**src/rtl/demux4_pkg.sv**
```systemverilog
// Shared types and constants for the 4-channel pipelined demultiplexer.
package demux4_pkg;

    localparam int NUM_CH = 4;
    localparam int SEL_W  = 2;
    localparam int DATA_W = 32;

    typedef enum logic [1:0] {
        EMPTY = 2'd0,
        ONE   = 2'd1,
        FULL  = 2'd2
    } fifo_state_t;

    // Entry layout at the default payload width; the top re-declares it for other widths.
    typedef struct packed {
        logic [DATA_W-1:0] data;
        logic [SEL_W-1:0]  sel;
    } entry_t;

endpackage

```
**src/rtl/demux_skid2.sv**
```systemverilog
// Two-entry in-order FIFO; the consumer supplies head_ready for the current head entry.
//   state | meaning
//   EMPTY | no entry buffered
//   ONE   | head entry valid, second slot free
//   FULL  | both entries valid, upstream stalled
module demux_skid2
    import demux4_pkg::*;
#(
    parameter type ENTRY_T = entry_t
) (
    input  logic        clk,
    input  logic        rst_n,
    input  logic        in_valid,
    output logic        in_ready,
    input  ENTRY_T      in_entry,
    input  logic        head_ready,
    output ENTRY_T      head,
    output fifo_state_t state
);

    fifo_state_t r_state;
    fifo_state_t w_state_nxt;
    ENTRY_T      r_ent0;
    ENTRY_T      r_ent1;
    ENTRY_T      w_ent0_nxt;
    ENTRY_T      w_ent1_nxt;
    logic        r_in_ready;
    logic        w_push;
    logic        w_pop;

    always_comb begin
        w_push      = in_valid & r_in_ready;
        w_pop       = (r_state != EMPTY) & head_ready;
        w_state_nxt = r_state;
        w_ent0_nxt  = r_ent0;
        w_ent1_nxt  = r_ent1;
        case (r_state)
            EMPTY: begin
                if (w_push) begin
                    w_state_nxt = ONE;
                    w_ent0_nxt  = in_entry;
                end
            end
            ONE: begin
                case ({w_push, w_pop})
                    2'b10: begin
                        w_state_nxt = FULL;
                        w_ent1_nxt  = in_entry;
                    end
                    2'b01: w_state_nxt = EMPTY;
                    2'b11: w_ent0_nxt  = in_entry;
                    default: ;
                endcase
            end
            FULL: begin
                if (w_pop) begin
                    w_state_nxt = ONE;
                    w_ent0_nxt  = r_ent1;
                end
            end
            default: w_state_nxt = EMPTY;
        endcase
    end

    always_ff @(posedge clk) begin
        if (!rst_n) begin
            r_state    <= EMPTY;
            r_in_ready <= 1'b0;
            r_ent0     <= '0;
            r_ent1     <= '0;
        end else begin
            r_state    <= w_state_nxt;
            r_in_ready <= (w_state_nxt != FULL);
            r_ent0     <= w_ent0_nxt;
            r_ent1     <= w_ent1_nxt;
        end
    end

    assign in_ready = r_in_ready;
    assign head     = r_ent0;
    assign state    = r_state;

endmodule

```
**src/rtl/demux4_pipe.sv**
```systemverilog
// One-to-four pipelined demultiplexer with a shared data bus and one-hot valids.
// Define DEMUX4_PIPE_COUNT_EN to add per-channel saturating transfer counters (xfer_count).
module demux4_pipe
    import demux4_pkg::*;
#(
    parameter int WIDTH = 32
) (
    input  logic              clk,
    input  logic              rst_n,
    input  logic              in_valid,
    output logic              in_ready,
    input  logic [WIDTH-1:0]  in_data,
    input  logic [SEL_W-1:0]  in_sel,
    output logic [WIDTH-1:0]  out_data,
    output logic [NUM_CH-1:0] out_valid,
    input  logic [NUM_CH-1:0] out_ready
`ifdef DEMUX4_PIPE_COUNT_EN
    ,
    output logic [31:0]       xfer_count
`endif
);

    typedef struct packed {
        logic [WIDTH-1:0] data;
        logic [SEL_W-1:0] sel;
    } entry_w_t;

    entry_w_t    w_in_entry;
    entry_w_t    w_head;
    fifo_state_t w_state;
    logic        w_head_ready;
    logic        w_head_vld;

    assign w_in_entry.data = in_data;
    assign w_in_entry.sel  = in_sel;

    demux_skid2 #(
        .ENTRY_T (entry_w_t)
    ) u_skid (
        .clk        (clk),
        .rst_n      (rst_n),
        .in_valid   (in_valid),
        .in_ready   (in_ready),
        .in_entry   (w_in_entry),
        .head_ready (w_head_ready),
        .head       (w_head),
        .state      (w_state)
    );

    // Only the head entry's channel can pop; other out_ready bits are don't-care.
    assign w_head_vld   = (w_state != EMPTY);
    assign w_head_ready = out_ready[w_head.sel];
    assign out_valid    = w_head_vld ? (NUM_CH'(1) << w_head.sel) : '0;
    assign out_data     = w_head_vld ? w_head.data : '0;

`ifdef DEMUX4_PIPE_COUNT_EN
    logic [7:0] r_cnt [NUM_CH];

    for (genvar k = 0; k < NUM_CH; k++) begin : g_cnt
        always_ff @(posedge clk) begin
            if (!rst_n) begin
                r_cnt[k] <= '0;
            end else if (out_valid[k] && out_ready[k] && (r_cnt[k] != 8'hFF)) begin
                r_cnt[k] <= r_cnt[k] + 8'd1;
            end
        end
        assign xfer_count[8*k +: 8] = r_cnt[k];
    end
`endif

endmodule

```
**config.mk**
```make
export PLATFORM = sky130hd
export DESIGN_NAME = demux4_pipe
export DESIGN_NICKNAME = d
export VERILOG_FILES = /design/src/rtl/demux4_pkg.sv /design/src/rtl/demux_skid2.sv /design/src/rtl/demux4_pipe.sv
export SDC_FILE = /design/constraint.sdc
export NUM_CORES = 1
export LEC_CHECK = 0
export ABC_AREA = 1
export CAP_MARGIN = 20
export CORE_ASPECT_RATIO = 0.7
export CORE_UTILIZATION = 30
export CTS_CLUSTER_SIZE = 12
export DETAILED_ROUTE_END_ITERATION = 8
export GPL_TIMING_DRIVEN = 0
export PLACE_DENSITY_LB_ADDON = 0.1
export SKIP_LAST_GASP = 1
export SLEW_MARGIN = 20
export SYNTH_ARGS = -nofsm -noshare
export SYNTH_HDL_FRONTEND = slang
export SYNTH_SLANG_ARGS = --single-unit
export TNS_END_PERCENT = 50
```
**constraint.sdc**
```tcl
create_clock -name clk -period 3.4 [get_ports clk]
set_input_delay 0.34 -clock clk [delete_from_list [all_inputs] [get_ports clk]]
set_output_delay 0.34 -clock clk [all_outputs]
set_load 0.05 [all_outputs]
```
# Word level (Yosys, flattened, before mapping)
# Cells that the tools add are included.
[word_totals] regBits=71 input_bits=41 word_cells=36
[op_classes] order_cmp=1 n_eq_ne=9 shift=1 n_mux=12 bitwise=2 n_reduce_logical=5
[ops] cell="2-to-1 mux 34 bit" n=3
[ops] cell="one-hot mux 34 bit (3 select lines)" n=1
[ops] cell="2-to-1 mux 32 bit" n=1
[ops] cell="equality test 2 bit, second input constant" n=3
[ops] cell="one-hot mux 2 bit (3 select lines)" n=1
[ops] cell="equality test 2 x 1 -> 1 bit, second input constant" n=2
[ops] cell="2-to-1 mux 2 bit" n=2
[ops] cell="2-to-1 mux 4 bit" n=1
[ops] cell="inequality test 2 x 1 -> 1 bit, second input constant" n=2
[ops] cell="inequality test 2 bit, second input constant" n=2
[ops] cell="one-hot mux 2 bit (2 select lines)" n=1
[ops] cell="AND reduction 4 bit" n=1
[ops] cell="<< shifter 1 x 2 -> 4 bit, first input constant" n=1
[ops] cell="less-than comparator 2 x 3 -> 1 bit, second input constant" n=1
[ops] cell="nonzero test 3 bit" n=1
[ops] cell="AND 1 bit" n=2
[ops] cell="binary-select mux 1 bit (select 2 bit)" n=1
[ops] cell="logical NOT 2 bit" n=1
[ops] cell="AND reduction 2 bit" n=1
[ops] cell="nonzero test 2 bit" n=1
[ops] cell="2-to-1 mux 1 bit" n=1

# Logic depth before layout (Yosys ltp)
# Gate-level depths: netlist of run 1.
[logic_depth] word_depth=7 mapped_depth=16 mapped_depth_nobuf=15

# Hierarchy
# From an unflattened synthesis of run 1, not the netlist that was laid out.
[hier_totals] cells_unflattened=548 area_unflattened_um2=3447.1
[modules_own_cells] module="demux_skid2" n_inst=1 cells_per_inst=465 area_per_inst_um2=3095.5
[modules_own_cells] module="demux4_pipe" n_inst=1 cells_per_inst=83 area_per_inst_um2=351.6

# Worst setup path before layout of run 1
# OpenSTA, ideal clock, no wires.
[synth_path] path_type="register to output" start="register u_skid.r_state[1], in the netlist u_skid.state[1]" end="output out_valid[0]" t_arrival_ps=1805 required_ps=3060 setup_slack_ps=1255 path_stages_with_launch=5 path_buffers=0 cell_sequence="dfxtp_1 inv_2 nand2_1 clkinv_1 nor3_1"
[synth_between] elab_chain_len=2
[synth_rtl] item="from (decl)" line="demux_skid2.sv:21" rtl="fifo_state_t r_state;"
[synth_rtl] item="from (signal assigned)" line="demux_skid2.sv:72" rtl="r_state <= w_state_nxt;"
[synth_rtl] item="nonzero test 2 bit" line="demux4_pipe.sv:51" rtl="assign w_head_vld = (w_state != EMPTY);"
[synth_rtl] item="2-to-1 mux 4 bit" line="demux4_pipe.sv:53" rtl="assign out_valid = w_head_vld ? (NUM_CH'(1) << w_head.sel) : '0;"
[synth_rtl] item="to (decl)" line="demux4_pipe.sv:15" rtl="output logic [NUM_CH-1:0] out_valid,"
# Every way passes these cells.

# Worst setup path after layout of run 1
[layout_path] start="register u_skid.r_state[1], in the netlist u_skid.state[1]" end="output out_data[16]"
[layout_between] elab_chain_len=2
[layout_rtl] item="nonzero test 2 bit" line="demux4_pipe.sv:51"
[layout_rtl] item="2-to-1 mux 32 bit" line="demux4_pipe.sv:54" rtl="assign out_data = w_head_vld ? w_head.data : '0;"
[layout_rtl] item="to (decl)" line="demux4_pipe.sv:14" rtl="output logic [WIDTH-1:0] out_data,"
# Every way passes these cells.

==> impl_metrics.yaml, run 1 <==
run_status:
  outcome: "finished, final reports clean"
clock_tree:
  htree_levels: 3
  cts_tree: "built"
  cts_resized: 0
  cts.reportedPaths.clkPinSlew_ns: 0.05
  post-cts-setup-buffers: 0
  cts_made_buffers: 9
  cts_num_sinks: 71
  clk_latency_ns: 0.33
  cts_buffer_depth: 2
  cts_hold_buf: 0
  cts_root_buf: "clkbuf_16"
route:
  vias: 3573
  drc: 0
  wl_per_cell_um: 12.4
  drt-initial-drc-count: 156
  dr.pass1.iters: 5
  viasPerCell: 4.44
  routed_wl_mm: 9.96
  antenna_left: 0
critical_path:
  cp_data_arrival_time_ns: 2.60
  r2r_start: "u_skid.head[0]"
  cp-start-kind: "register"
  end_kind: "output port"
  r2r_slack_ns: 1.35
  critPathRequiredTime_ns: 3.06
  reg2regPathDepth: 16
  cp_max_fo: 10
  criticalPathCategory: "register to output port"
  r2r_end: "u_skid.head[26]"
  cp-startpoint: "u_skid.state[1]"
timing:
  relSlewSlack_pct: 66.4
  fin_crit_ns: 2.94
  rsz0062_at_grt: "no"
  drv_slew: 0
  finClkSkew_ns: 0.00760
  finalCritPeriodShare_pct: 86.4
  finalSetupTns_ns: 0
  worst_hold_slack_ns: 0.404
  setup_viol: 0
  hold_viol: 0
  tightest_slew_ns: 0.502
  fmaxAchievable_mhz: 341
min_path:
  worstHoldPathType: "input port to register"
  min_from: "rst_n"
  hold_depth: 3
  whs_endpoint: "u_skid.head[21]"
place:
  port_buffers: 76
  hpwl_mm: 7.16
  gp_congestion: 0.795
die:
  row_count: 33
  dieHeight_um: 93.6
  coreArea_mm2: 0.0117
  die_w_um: 133
  boundaryPins: 78
  start_util_pct: 30.8
  dieArea_mm2: 0.0124
grt:
  grt_max_degree: 11
  grt_antenna_before_repair: 0
  gr-total-overflow: 0
  grt_pass1_wl_mm: 16.8
  grt_pass1_vias: 3324
  grt_usage_pct: 17.4
synth:
  synthesis.instances: 556
  yosys_register_bits: 71
  synth.avg_cell_area_um2: 6.47
  synth-seq-area-share_pct: 39.5
  yosysUniqueCellTypes: 18
  syn_area_mm2: 0.00360
  yosysWarningCount: 0
  synth_area_leaders: "dfxtp_1, inv_1, o21ai_0, nand2_1, a21oi_1"
  synth_edf_count: 0
  yosysMostFrequentCell: "inv_1"
  synth_top_area_share_pct: 39.5
  synth_top_area_cell: "dfxtp_1"
  synth.net_count: 599
  async_flop_share_pct: 0
  synthTopCellsByCount: "inv_1, nand2_1, nor2_1, dfxtp_1, o21ai_0"
  synth_ff_type: "dfxtp_1"
power:
  leakage_uw: 0.00204
  seqPwrFrac_pct: 42.7
  net-switching-power_uw: 600
  power_frac_comb_pct: 18.3
  swShare_pct: 27.7
  p_int_uw: 1560
  irDropWorstVdd_mv: 0.213
  p_per_area_mw_per_mm2: 450
  clkPwrFrac_pct: 39.0
layout:
  antennaDiodeCount: 0
  num-fill-cells: 1248
  drive_gt1_share_pct: 7.26
  area_growth_pct: 33.8
  fin_nets: 686
job:
  max_cap_violations: 0
==> layer usage <==
layer  track usage (%)  vias to the layer above  part of all wire, %
li1                  -                     1898                    -
met1              25.6                     1574                   54
met2              24.9                       93                   40
met3              3.85                        8                  5.1
met4              5.17                        0                 0.76
met5                 0                        -                    0
==> area by class of cell <==
cell class / count / area [um2] / area share [%]
clock inverter: 1 / 5.00 / 0.104
clock buffer: 14 / 254 / 5.28
timing repair buffer: 76 / 761 / 15.8
tap: 157 / 196 / 4.08
sequential: 71 / 1420 / 29.5
multi-input combinational: 338 / 1570 / 32.6
buffer: 38 / 199 / 4.13
inverter: 109 / 409 / 8.50
==> worst max-delay path by stage <==
stage          cells past startpoint  slack, ns           end
5_1_grt                            6       0.28  out_data[18]
2_1_floorplan                      4       1.25  out_valid[0]
3_5_place_dp                       6       0.79  out_data[17]
6_report                           6       0.46  out_data[16]
4_1_cts                            6       0.42  out_data[17]
3_3_place_gp                       6       0.81  out_data[13]
==> critical path, cell delays in order, from the launching register on <==
cell             delay (ns)
dfxtp_1                0.42
inv_2                  0.08
nand2_1                0.12
clkinv_1               0.33
clkbuf_1               0.33
nor2_1                 0.17
clkdlybuf4s50_1        0.81
==> power groups by stage <==
stage	clock network [uW]	logic [uW]	registers, uW
after global routing	900	447	932
after detailed placement	0	398	942
final	844	397	924
after global placement	0	395	941
after CTS	866	401	924
after floorplan	0	266	935
==> registers in the layout, indices dropped and copies added, names as in the netlist <==
name             flops
u_skid.head         34
u_skid.in_ready      1
u_skid.r_ent1       34
u_skid.state         2
==> kinds of logic after synthesis <==
group,Yosys count,share of synthesized area [%]
compound gates,139,20.4
fa+ha+maj,2,0.696
buf+inv,147,16.9
flops,71,39.5
simple gates,197,22.5
==> cells in the final DEF, fill, tap and decap left out <==
| cell type | synthesis | final |
|---|---|---|
| buf_6 | 5 | 5 |
| nor2_1 | 72 | 72 |
| buf_2 | 15 | 15 |
| clkinv_2 | 0 | 1 |
| o21ai_1 | 1 | 1 |
| nand2_1 | 81 | 81 |
| clkbuf_8 | 0 | 1 |
| o21ai_0 | 69 | 69 |
| inv_2 | 3 | 3 |
| a21oi_2 | 10 | 10 |
| a21oi_1 | 59 | 59 |
| inv_1 | 105 | 105 |
| nand3_4 | 1 | 1 |
| nor3_1 | 5 | 5 |
| clkinv_1 | 1 | 1 |
| clkdlybuf4s50_1 | 0 | 76 |
| nand2_2 | 2 | 2 |
| clkbuf_16 | 0 | 9 |
| dfxtp_1 | 71 | 71 |
| nand3_1 | 36 | 36 |
| ha_1 | 2 | 2 |
| clkbuf_1 | 18 | 22 |
==> metrics by stage <==
step,total power [uW],worst slack [ns],cells,utilization (%),instance area [um2]
CTS,2190,0.424,804,41.2,4810
floorplan,1200,1.25,556,-,3600
global placement,1340,0.812,789,39.0,4550
finish,2160,0.464,804,41.2,4810
detailed placement,1340,0.787,789,39.0,4550
global route,2280,0.280,804,41.2,4810
Power figures use the tool's default switching activity.
==> run 2, diff against run 1 <==
--- a/config.mk
+++ b/config.mk
@@ -7,7 +7,7 @@
 export LEC_CHECK = 0
 export ABC_AREA = 1
 export CAP_MARGIN = 20
-export CORE_ASPECT_RATIO = 0.7
+export CORE_ASPECT_RATIO = 1.2
 export CORE_UTILIZATION = 30
 export CTS_CLUSTER_SIZE = 12
 export DETAILED_ROUTE_END_ITERATION = 8
==> run 2 against run 1 <==
  * Critical endpoint is now out_data[17]
  * Largest cell class unchanged
  * Core utilization is 0.69 points higher
  * Global-route usage decreased by 0.90 points
  * Clock power rose by 18%
  * Maximum frequency is 1.1% higher
  * Largest power group is now the clock network
  * Die area hardly changed
  * Sequential power is essentially flat
==> impl_metrics.yaml, run 2 (synthesis results as in run 1) <==
clock_tree:
  clk_latency_ns: 0.34
  cts_hold_buf: 0
  post-cts-setup-buffers: 0
  cts_tree: "built"
  cts_num_sinks: 71
  cts_resized: 0
  cts_root_buf: "clkbuf_16"
  cts.reportedPaths.clkPinSlew_ns: 0.06
  cts_buffer_depth: 2
  htree_levels: 3
  cts_made_buffers: 9
route:
  routed.top_layer: "met4"
  drc: 0
  vias: 3511
  wl_met2_mm: 4.44
  dr.pass1.iters: 4
  drt-initial-drc-count: 122
  wl_per_cell_um: 11.8
  routed_wl_mm: 9.52
  wl_met3_um: 316
  antenna_left: 0
  wl_met1_mm: 4.61
  viasPerCell: 4.36
place:
  dp.cells: 789
  port_buffers: 76
  place_area_mm2: 0.00455
  hpwl_mm: 6.99
  pre_cts_slack_ns: 0.834
  gp_congestion: 0.757
timing:
  tightest_slew_ns: 0.501
  fin_ws_ns: 0.495
  relSlewSlack_pct: 66.5
  finClkSkew_ns: 0.00508
  finalSetupTns_ns: 0
  finalCritPeriodShare_pct: 85.4
  drv_slew: 0
  hold_viol: 0
  rsz0062_at_grt: "no"
  fmaxAchievable_mhz: 344
  worst_hold_slack_ns: 0.392
  setup_viol: 0
  fin_crit_ns: 2.91
die:
  row_count: 43
  boundaryPins: 78
  dieArea_mm2: 0.0124
  die_w_um: 102
  dieHeight_um: 122
  coreArea_mm2: 0.0116
  start_util_pct: 31.0
job:
  max_cap_violations: 0
grt:
  grt_pass1_wl_mm: 15.8
  gr-total-overflow: 0
  grt_pass1_vias: 3333
  grt_antenna_before_repair: 0
  grt_usage_pct: 16.5
  grt_max_degree: 13
layout:
  final_common_cell: "inv_1"
  fin_nets: 686
  num-fill-cells: 1268
  drive_gt1_share_pct: 8.02
  multi_input_area_mm2: 0.00157
  stdcell_count: 805
  antennaDiodeCount: 0
  area_growth_pct: 35.3
  mostFrequentLayoutCells: "inv_1, nand2_1, clkdlybuf4s50_1"
  stdcell_area_mm2: 0.00487
  regArea_mm2: 0.00142
power:
  power_frac_comb_pct: 17.0
  p_int_uw: 1690
  swShare_pct: 26.9
  p_per_area_mw_per_mm2: 475
  irDropWorstVdd_mv: 0.293
  net-switching-power_uw: 621
  clkPwrFrac_pct: 43.1
  leakage_uw: 0.00207
  seqPwrFrac_pct: 39.8
critical_path:
  critPathRequiredTime_ns: 3.06
  criticalPathCategory: "register to output port"
  end_kind: "output port"
  cp-start-kind: "register"
  cp_max_fo: 10
  cp_data_arrival_time_ns: 2.57
  reg2regPathDepth: 16
min_path:
  hold_depth: 3
  worstHoldPathType: "input port to register"
run_status:
  outcome: "finished, final reports clean"
run 2: changes by cell type in the layout (fill, tap and decap cells not counted), sizes merged:
cell,before,now
bufinv,0,2
clkbuf,32,27
clkinv,2,5
clkinvlp,0,1
run 2: power groups by stage:
stage	sequential, uW	combinational [uW]	clock [uW]
floorplan	935	266	0
global placement	939	392	0
detailed placement	940	396	0
CTS	922	398	1010
global route	929	445	1040
finish	922	394	997
run 2: stage by stage:
stage | utilization (%) | total power (uW)
floorplan | - | 1200
global placement | 39.2 | 1330
detailed placement | 39.2 | 1340
CTS | 41.9 | 2340
global route | 41.9 | 2420
finish | 41.9 | 2310
run 2: routing by layer:
| layer | GRT usage [%] | vias to the layer above |
|---|---|---|
| met5 | 0 | - |
| met4 | 6.79 | 0 |
| met3 | 2.87 | 13 |
| met2 | 27.5 | 60 |
| met1 | 20.9 | 1543 |
| li1 | - | 1895 |
run 2: worst paths after layout:
path	start	endpoint	slack, ns
worst max-delay path	u_skid.state[1]	out_data[17]	0.49
worst min-delay path	rst_n	u_skid.r_ent1[19]	0.39
worst max register to register	u_skid.head[0]	u_skid.head[14]	1.35
worst min register to register	u_skid.r_ent1[15]	u_skid.r_ent1[15]	0.45
run 2: critical path, cell delays in order, from the launching register on:
cell and delay [ns]:
dfxtp_1 0.41, inv_2 0.08, nand2_1 0.13, clkinv_1 0.32
clkbuf_1 0.33, nor2_1 0.15, clkdlybuf4s50_1 0.81
run 2: final cells by class:
type                            count  area share, %
Multi-Input combinational cell    338           32.2
Sequential cell                    71           29.2
Timing Repair Buffer               76           15.6
Inverter                          109           8.41
Clock buffer                        9           4.63
Buffer                             38           4.09
Tap cell                          157           4.04
Clock inverter                      7           1.80
